### config.mk
export PLATFORM = sky130hd
export DESIGN_NAME = tile_palette
export DESIGN_NICKNAME = d
export VERILOG_FILES = /design/src/rtl/tile_palette_pkg.sv /design/src/rtl/tile_palette_blink_timer.sv /design/src/rtl/tile_palette.sv
export SDC_FILE = /design/constraint.sdc
export NUM_CORES = 1
export LEC_CHECK = 0
export ABC_AREA = 1
export CAP_MARGIN = 20
export CORE_MARGIN = 1
export CORE_UTILIZATION = 35
export CTS_BUF_LIST = sky130_fd_sc_hd__clkbuf_4 sky130_fd_sc_hd__clkbuf_8
export DETAILED_ROUTE_END_ITERATION = 10
export HOLD_SLACK_MARGIN = 0.02
export PLACE_DENSITY = 0.55
export SLEW_MARGIN = 20
export SYNTH_ARGS = -nofsm -noshare
export SYNTH_HDL_FRONTEND = slang
export SYNTH_SLANG_ARGS = --single-unit
### constraint.sdc
create_clock -name clk -period 3.9 [get_ports clk]
set_input_delay 0.78 -clock clk [delete_from_list [all_inputs] [get_ports clk]]
set_output_delay 0.78 -clock clk [all_outputs]
set_load 0.005 [all_outputs]
### src/rtl/tile_palette_pkg.sv
// Shared colour type and the power-on palette contents for tile_palette.
// The blink timer lives in rtl/tile_palette_blink_timer.sv.
package tile_palette_pkg;

  localparam int COLOR_BITS = 24;

  typedef logic [COLOR_BITS-1:0] color_t;

  localparam color_t DEFAULT_COLOR = 24'hDCDCDC;

  // Entries beyond the explicit table fall back to DEFAULT_COLOR.
  function automatic color_t default_color(input int unsigned idx);
    color_t c;
    case (idx)
      0:       c = 24'hFFFF99;
      1:       c = 24'hFFFFCC;
      2:       c = 24'hFFFFE6;
      3:       c = 24'hFFCC99;
      4:       c = 24'hFFCCCC;
      5:       c = 24'hFFCC99;
      6:       c = 24'hFF9999;
      7:       c = 24'hFFCCCC;
      8:       c = 24'hFF99CC;
      9:       c = 24'hCC6666;
      10:      c = 24'h993333;
      11:      c = 24'hCCFFCC;
      default: c = DEFAULT_COLOR;
    endcase
    return c;
  endfunction

endpackage

### src/rtl/tile_palette_blink_timer.sv
// Blink half-period timer for tile_palette: counts while enabled and
// flips phase each time the count wraps.
module blink_timer #(
  parameter int BLINK_PERIOD = 25_000_000
) (
  input  logic clk,
  input  logic rst_n,
  input  logic en,
  output logic phase
);

  localparam int CNT_W = $clog2(BLINK_PERIOD);

  logic [CNT_W-1:0] count_reg;
  logic             phase_reg;

  always_ff @(posedge clk or negedge rst_n) begin
    if (!rst_n) begin
      count_reg <= '0;
      phase_reg <= 1'b0;
    end else if (!en) begin
      count_reg <= '0;
      phase_reg <= 1'b0;
    end else if (count_reg == CNT_W'(BLINK_PERIOD - 1)) begin
      count_reg <= '0;
      phase_reg <= ~phase_reg;
    end else begin
      count_reg <= count_reg + CNT_W'(1);
    end
  end

  assign phase = phase_reg;

endmodule

### src/rtl/tile_palette.sv
// Tile value to RGB palette lookup with one-cycle latency, runtime writes,
// bulk restore to defaults and optional blinking highlight of one value.
module tile_palette
  import tile_palette_pkg::*;
#(
  parameter int VALUE_W      = 4,
  parameter int ENTRIES      = 16,
  parameter int COLOR_W      = 24,
  parameter int BLINK_PERIOD = 25_000_000
) (
  input  logic               clk,
  input  logic               rst_n,
  input  logic               value_valid,
  input  logic [VALUE_W-1:0] value,
  input  logic               wr_en,
  input  logic [VALUE_W-1:0] wr_addr,
  input  logic [COLOR_W-1:0] wr_data,
  input  logic               restore,
  input  logic               hl_en,
  input  logic [VALUE_W-1:0] hl_value,
  output logic               pixel_valid,
  output logic [COLOR_W-1:0] pixel_color,
  output logic               blink_phase
);

  logic [COLOR_W-1:0] palette [ENTRIES];
  logic [COLOR_W-1:0] lookup_color;
  logic               pixel_valid_reg;
  logic [COLOR_W-1:0] pixel_color_reg;

  // One register per entry; addresses with no matching entry never write.
  generate
    for (genvar gi = 0; gi < ENTRIES; gi++) begin : g_entry
      logic [COLOR_W-1:0] entry_reg;

      always_ff @(posedge clk or negedge rst_n) begin
        if (!rst_n) begin
          entry_reg <= COLOR_W'(default_color(gi));
        end else if (restore) begin
          entry_reg <= COLOR_W'(default_color(gi));
        end else if (wr_en && (wr_addr == VALUE_W'(gi))) begin
          entry_reg <= wr_data;
        end
      end

      assign palette[gi] = entry_reg;
    end
  endgenerate

  // Read sees pre-write contents, giving read-before-write on collisions.
  always_comb begin
    lookup_color = COLOR_W'(DEFAULT_COLOR);
    for (int i = 0; i < ENTRIES; i++) begin
      if (value == VALUE_W'(i)) begin
        lookup_color = palette[i];
      end
    end
    if (blink_phase && (value == hl_value)) begin
      lookup_color = ~lookup_color;
    end
  end

  always_ff @(posedge clk or negedge rst_n) begin
    if (!rst_n) begin
      pixel_valid_reg <= 1'b0;
      pixel_color_reg <= '0;
    end else begin
      pixel_valid_reg <= value_valid;
      if (value_valid) begin
        pixel_color_reg <= lookup_color;
      end
    end
  end

  assign pixel_valid = pixel_valid_reg;
  assign pixel_color = pixel_color_reg;

  blink_timer #(
    .BLINK_PERIOD(BLINK_PERIOD)
  ) u_blink_timer (
    .clk  (clk),
    .rst_n(rst_n),
    .en   (hl_en),
    .phase(blink_phase)
  );

endmodule
==> impl_summary.txt <==
----------------------------------------------------
[GRT]
  Initial antenna violation count ... 1
  Global routing met2 resource utilization ... a little over a third
  Vias in the first global route ... roughly 18000
  Pin count of the biggest net entering global routing ... 86
  Global-route usage over all layers ... a little under a quarter
  GR met1 Demand/Resource ... 31.25%
  Global-route layer with the greatest usage ... met2
  Global-route congestion overflow total ... 0
  Global-route wire length before repair ... 105200 um
  Global routing usage on met3 ... about 4.6%

[Final layout]
  Number of standard cells in the final layout excluding fillers ... approximately 3600
  Utilization after layout ... 41.95%
  Net count, final ... around 2800
  Share of post-route cells with drive strength above 1 ... between 20% and 30%
  Layout Area Growth over Synthesis ... 18.62%
  Number of flip-flops under the largest register name ... 384

[STA]
  Worst slew slack as a fraction of its limit ... a little under a third
  Count of final max-slew check failures ... 0
  Pin slew with the least headroom to its limit ... just over 1000 ps
  Total setup violations reported at the end of the flow ... 0
  RSZ-0062 raised after global routing ... false
  Fmax ... 0.3165 GHz
  Time the worst path needs with I/O delays and setup ... ~3200 ps
  Fin Clk Skew ... just under 30 ps
  Final period util ... around four fifths
  Hold Violations, Final ... 0
  Final-layout setup total negative slack ... 0 ps

[Yosys]
  Post-Synthesis Cells ... 2604
  Avg Synthesized Cell Area ... about 8 um^2
  Dominant combinational cell family by area after synthesis ... simple AND/OR/NAND/NOR gates
  Ys Warns ... 0
  Share of synthesized registers carrying an async set or reset ... 100.0%
  Most common flop cell mapped by yosys ... sky130_fd_sc_hd__dfstp_2
  Area fraction in and, or, nand and nor cells after synthesis ... between 20% and 30%
  Post-synth top area cell ... sky130_fd_sc_hd__dfstp_2
  Xor/xnor cell area share of the yosys netlist ... less than 1%
  Proportion of synthesized chip area in sequential cells ... 53.70%
  Post-synthesis register bit count ... approximately 440
  Mapped Nets ... about 2600
  Post-synthesis mux area share ... 2.050%
  Top area cells in the synthesized netlist ... sky130_fd_sc_hd__dfstp_2, sky130_fd_sc_hd__dfrtp_1, sky130_fd_sc_hd__nand2_1
  Number of synthesized flops with an enable pin ... 0
  Unique masters post-synth ... 41
  Yosys top cell area share ... between 30% and 40%
  Synth Area in Compound Gates ... 10.77%
  Cell Area, Synth ... 20870 um^2
  Adder-cell area share of the yosys netlist ... less than 1%

[Detailed routing]
  DR pass1 iterations ... 6
  Post-route DRC violation count ... 0
  Antenna-violating nets left ... 0
  DRT iter0 DRCs ... approximately 1600
  Wirelength, routed ... 68200 um
  WL/cell ... 19.17 um
  Routed vias ... between 15000 and 20000
  Vias per cell ... around 5

[Setup path]
  Kind of start point of the critical path ... input port
  Worst Path Max Fanout ... 23
  Kind of critical path ... input port to register
  Req. time, crit path ... around 4500 ps
  Worst Path Arrival ... ~3700 ps
  Capturing element type of the critical path ... register

[Power]
  Share of power burned in the clock network ... 41.0%
  Net switching power ... between 3 and 4 mW
  LEAKAGE ... around 11 nW
  Share of total power consumed by net switching ... between 20 and 30%
  Part of the total power dissipated in combinational logic ... about an eighth
  Share of total power in sequential cells ... between 40% and 50%
  Cell area power density ... 464.3 nW/um^2
  Maximum vdd drop ... between 0.2 and 0.3 mV
  Internal portion of total power ... ~8.3 mW

[Flow run]
  Reported max-cap violation count ... 0

[Die]
  Placeable core area ... between 50000 and 60000 um^2
  Number of top-level pins ... 68
  Die Wd ... 246.2 um
  Die boundary height ... 246.2 um
  Die Outline Area ... 60610 um^2
  Site row count ... between 80 and 90
  Starting Density ... a little over a third

[Placement]
  Detail Placement HPWL ... roughly 47000 um
  Weighted congestion at the end of routability-driven global placement ... around 0.86
  DP Cell Count ... approximately 3400
  Port Buffers ... 67

[CTS]
  Worst-Skew Late Latency ... 680 ps
  Quantity of gates resized following cts ... 0
  Count of H-tree levels built during CTS ... 3
  CTS tree ... yes
  Setup fix buffers added after clock tree synthesis ... 0
  Number of buffers added to fix hold violations after cts ... 0
  Number of CTS-inserted buffers ... 79
  Cell at the root of the clock tree ... sky130_fd_sc_hd__clkbuf_8
  Num Clock Sinks ... approximately 440
  Max Buffers Root-to-Sink ... 3
  Clock-pin transition on the worst setup and hold timing paths ... roughly 60 ps

[Run status]
  Result of the run ... finished, final reports clean

[Worst hold path]
  Worst hold path type ... input port to async pin

----------------------------------------------------
-- path summary, 6_finish.rpt --
kind                            slack (ps)                             startpoint                                    to  cells after the start
worst max register to register        1430  u_blink_timer.count_reg[10]$_DFF_PN0_  u_blink_timer.count_reg[5]$_DFF_PN0_                      8
max in group asynchronous             2700                                  rst_n  g_entry[2].entry_reg[16]$_DFFE_PN1P_                      2
min in group clk                       460   u_blink_timer.count_reg[0]$_DFF_PN0_  u_blink_timer.count_reg[0]$_DFF_PN0_                      1
worst max-delay path                   740                               value[1]            pixel_color[2]$_DFFE_PN0P_                     14
worst min register to register         460   u_blink_timer.count_reg[0]$_DFF_PN0_  u_blink_timer.count_reg[0]$_DFF_PN0_                      1
worst min-delay path                   130                                  rst_n            pixel_color[0]$_DFFE_PN0P_                      1
-- cell families (layout without fill, tap and decap cells) --
| logic type | Yosys count | after routing |
|---|---|---|
| flip-flops | 435 | 435 |
| AO/OA/AOI/OAI | 442 | 442 |
| multiplexers | 38 | 38 |
| AND/OR/NAND/NOR | 1240 | 1240 |
| XOR/XNOR | 2 | 2 |
| other | 0 | 1 |
| buffers and inverters | 446 | 626 |
| adder cells (fa/ha/maj) | 1 | 1 |
-- per-stage QoR --
step | hold WS (ps) | setup WS (ps) | cell area (um^2) | power [mW]
final | 131.4 | 740.3 | 24760 | 11.50
after global routing | 155.1 | 591.7 | 24760 | 12.02
after CTS | 131.0 | 788.6 | 24740 | 11.60
after detailed placement | 461.8 | 81.38 | 23000 | 6.847
after global placement | 450.3 | 123.4 | 23000 | 6.813
after floorplan | 432.9 | 1598 | 20870 | 6.095
-- area by class of cell --
cell class                 instances  area [um^2]
clock buffer                     136         1653
clock inverter                    10        85.08
fill                            6090        34260
timing repair buffer             155         1514
inverter                         325         1222
multi-input combinational       1723         8107
antenna                            1        2.502
tap                              773        967.2
sequential                       435        11210
-- routing by layer --
layer / up-vias / part of all wire [%]
li1: 8498 / -
met1: 8621 / 44
met2: 548 / 46
met3: 126 / 6.1
met4: 0 / 3.3
met5: - / 0
-- cell usage in the layout, fill, tap and decap left out, drive strengths merged --
master         Yosys  layout
a211oi             1       1
a21oi            119     119
a22o               1       1
a22oi              5       5
a31oi              6       6
buf               35      90
bufinv             0       1
clkbuf            86     136
clkdlybuf4s50      0      65
clkinv             5      11
clkinvlp           0       4
dfrtp            178     178
dfstp            257     257
diode              0       1
ha                 1       1
inv              320     319
mux2              38      38
nand2            709     709
nand3            131     131
nand3b             5       5
nand4             59      59
nor2             272     272
nor3              20      20
nor4               4       4
o21a               2       2
o21ai            306     306
o22ai              1       1
o31ai              1       1
or2               40      40
xnor2              1       1
xor2               1       1
-- power groups by stage --
stage          Combinational (mW)  Sequential (mW)  Clock [mW]
6_report                     1.47             5.32        4.71
3_3_place_gp                 1.45             5.36           0
2_1_floorplan               0.797             5.30           0
3_5_place_dp                 1.47             5.38           0
5_1_grt                      1.65             5.36        5.01
4_1_cts                      1.48             5.31        4.81
-- synthesized netlist by cell type, types with 17 or more instances --
master / n
sky130_fd_sc_hd__nand2_1: 704
sky130_fd_sc_hd__inv_1: 312
sky130_fd_sc_hd__o21ai_0: 298
sky130_fd_sc_hd__dfstp_2: 257
sky130_fd_sc_hd__nor2_1: 257
sky130_fd_sc_hd__dfrtp_1: 178
sky130_fd_sc_hd__nand3_1: 131
sky130_fd_sc_hd__a21oi_1: 119
sky130_fd_sc_hd__clkbuf_1: 86
sky130_fd_sc_hd__nand4_1: 59
sky130_fd_sc_hd__mux2_2: 38
sky130_fd_sc_hd__or2_2: 25
sky130_fd_sc_hd__buf_2: 23
sky130_fd_sc_hd__nor3_1: 17
-- critical path, cell delays in order --
cell and delay (ps):
sky130_fd_sc_hd__clkdlybuf4s50_1 520, sky130_fd_sc_hd__nor2_4 640, sky130_fd_sc_hd__inv_2 190, sky130_fd_sc_hd__nor2_1 220
sky130_fd_sc_hd__buf_12 200, sky130_fd_sc_hd__clkinv_1 450, sky130_fd_sc_hd__nor2_1 250, sky130_fd_sc_hd__inv_1 60
sky130_fd_sc_hd__nand4_1 90, sky130_fd_sc_hd__nand2_1 70, sky130_fd_sc_hd__nand2_1 60, sky130_fd_sc_hd__nand2_1 50
sky130_fd_sc_hd__nand3_1 60, sky130_fd_sc_hd__nand2_1 60
(Power assumes the default switching activity.)
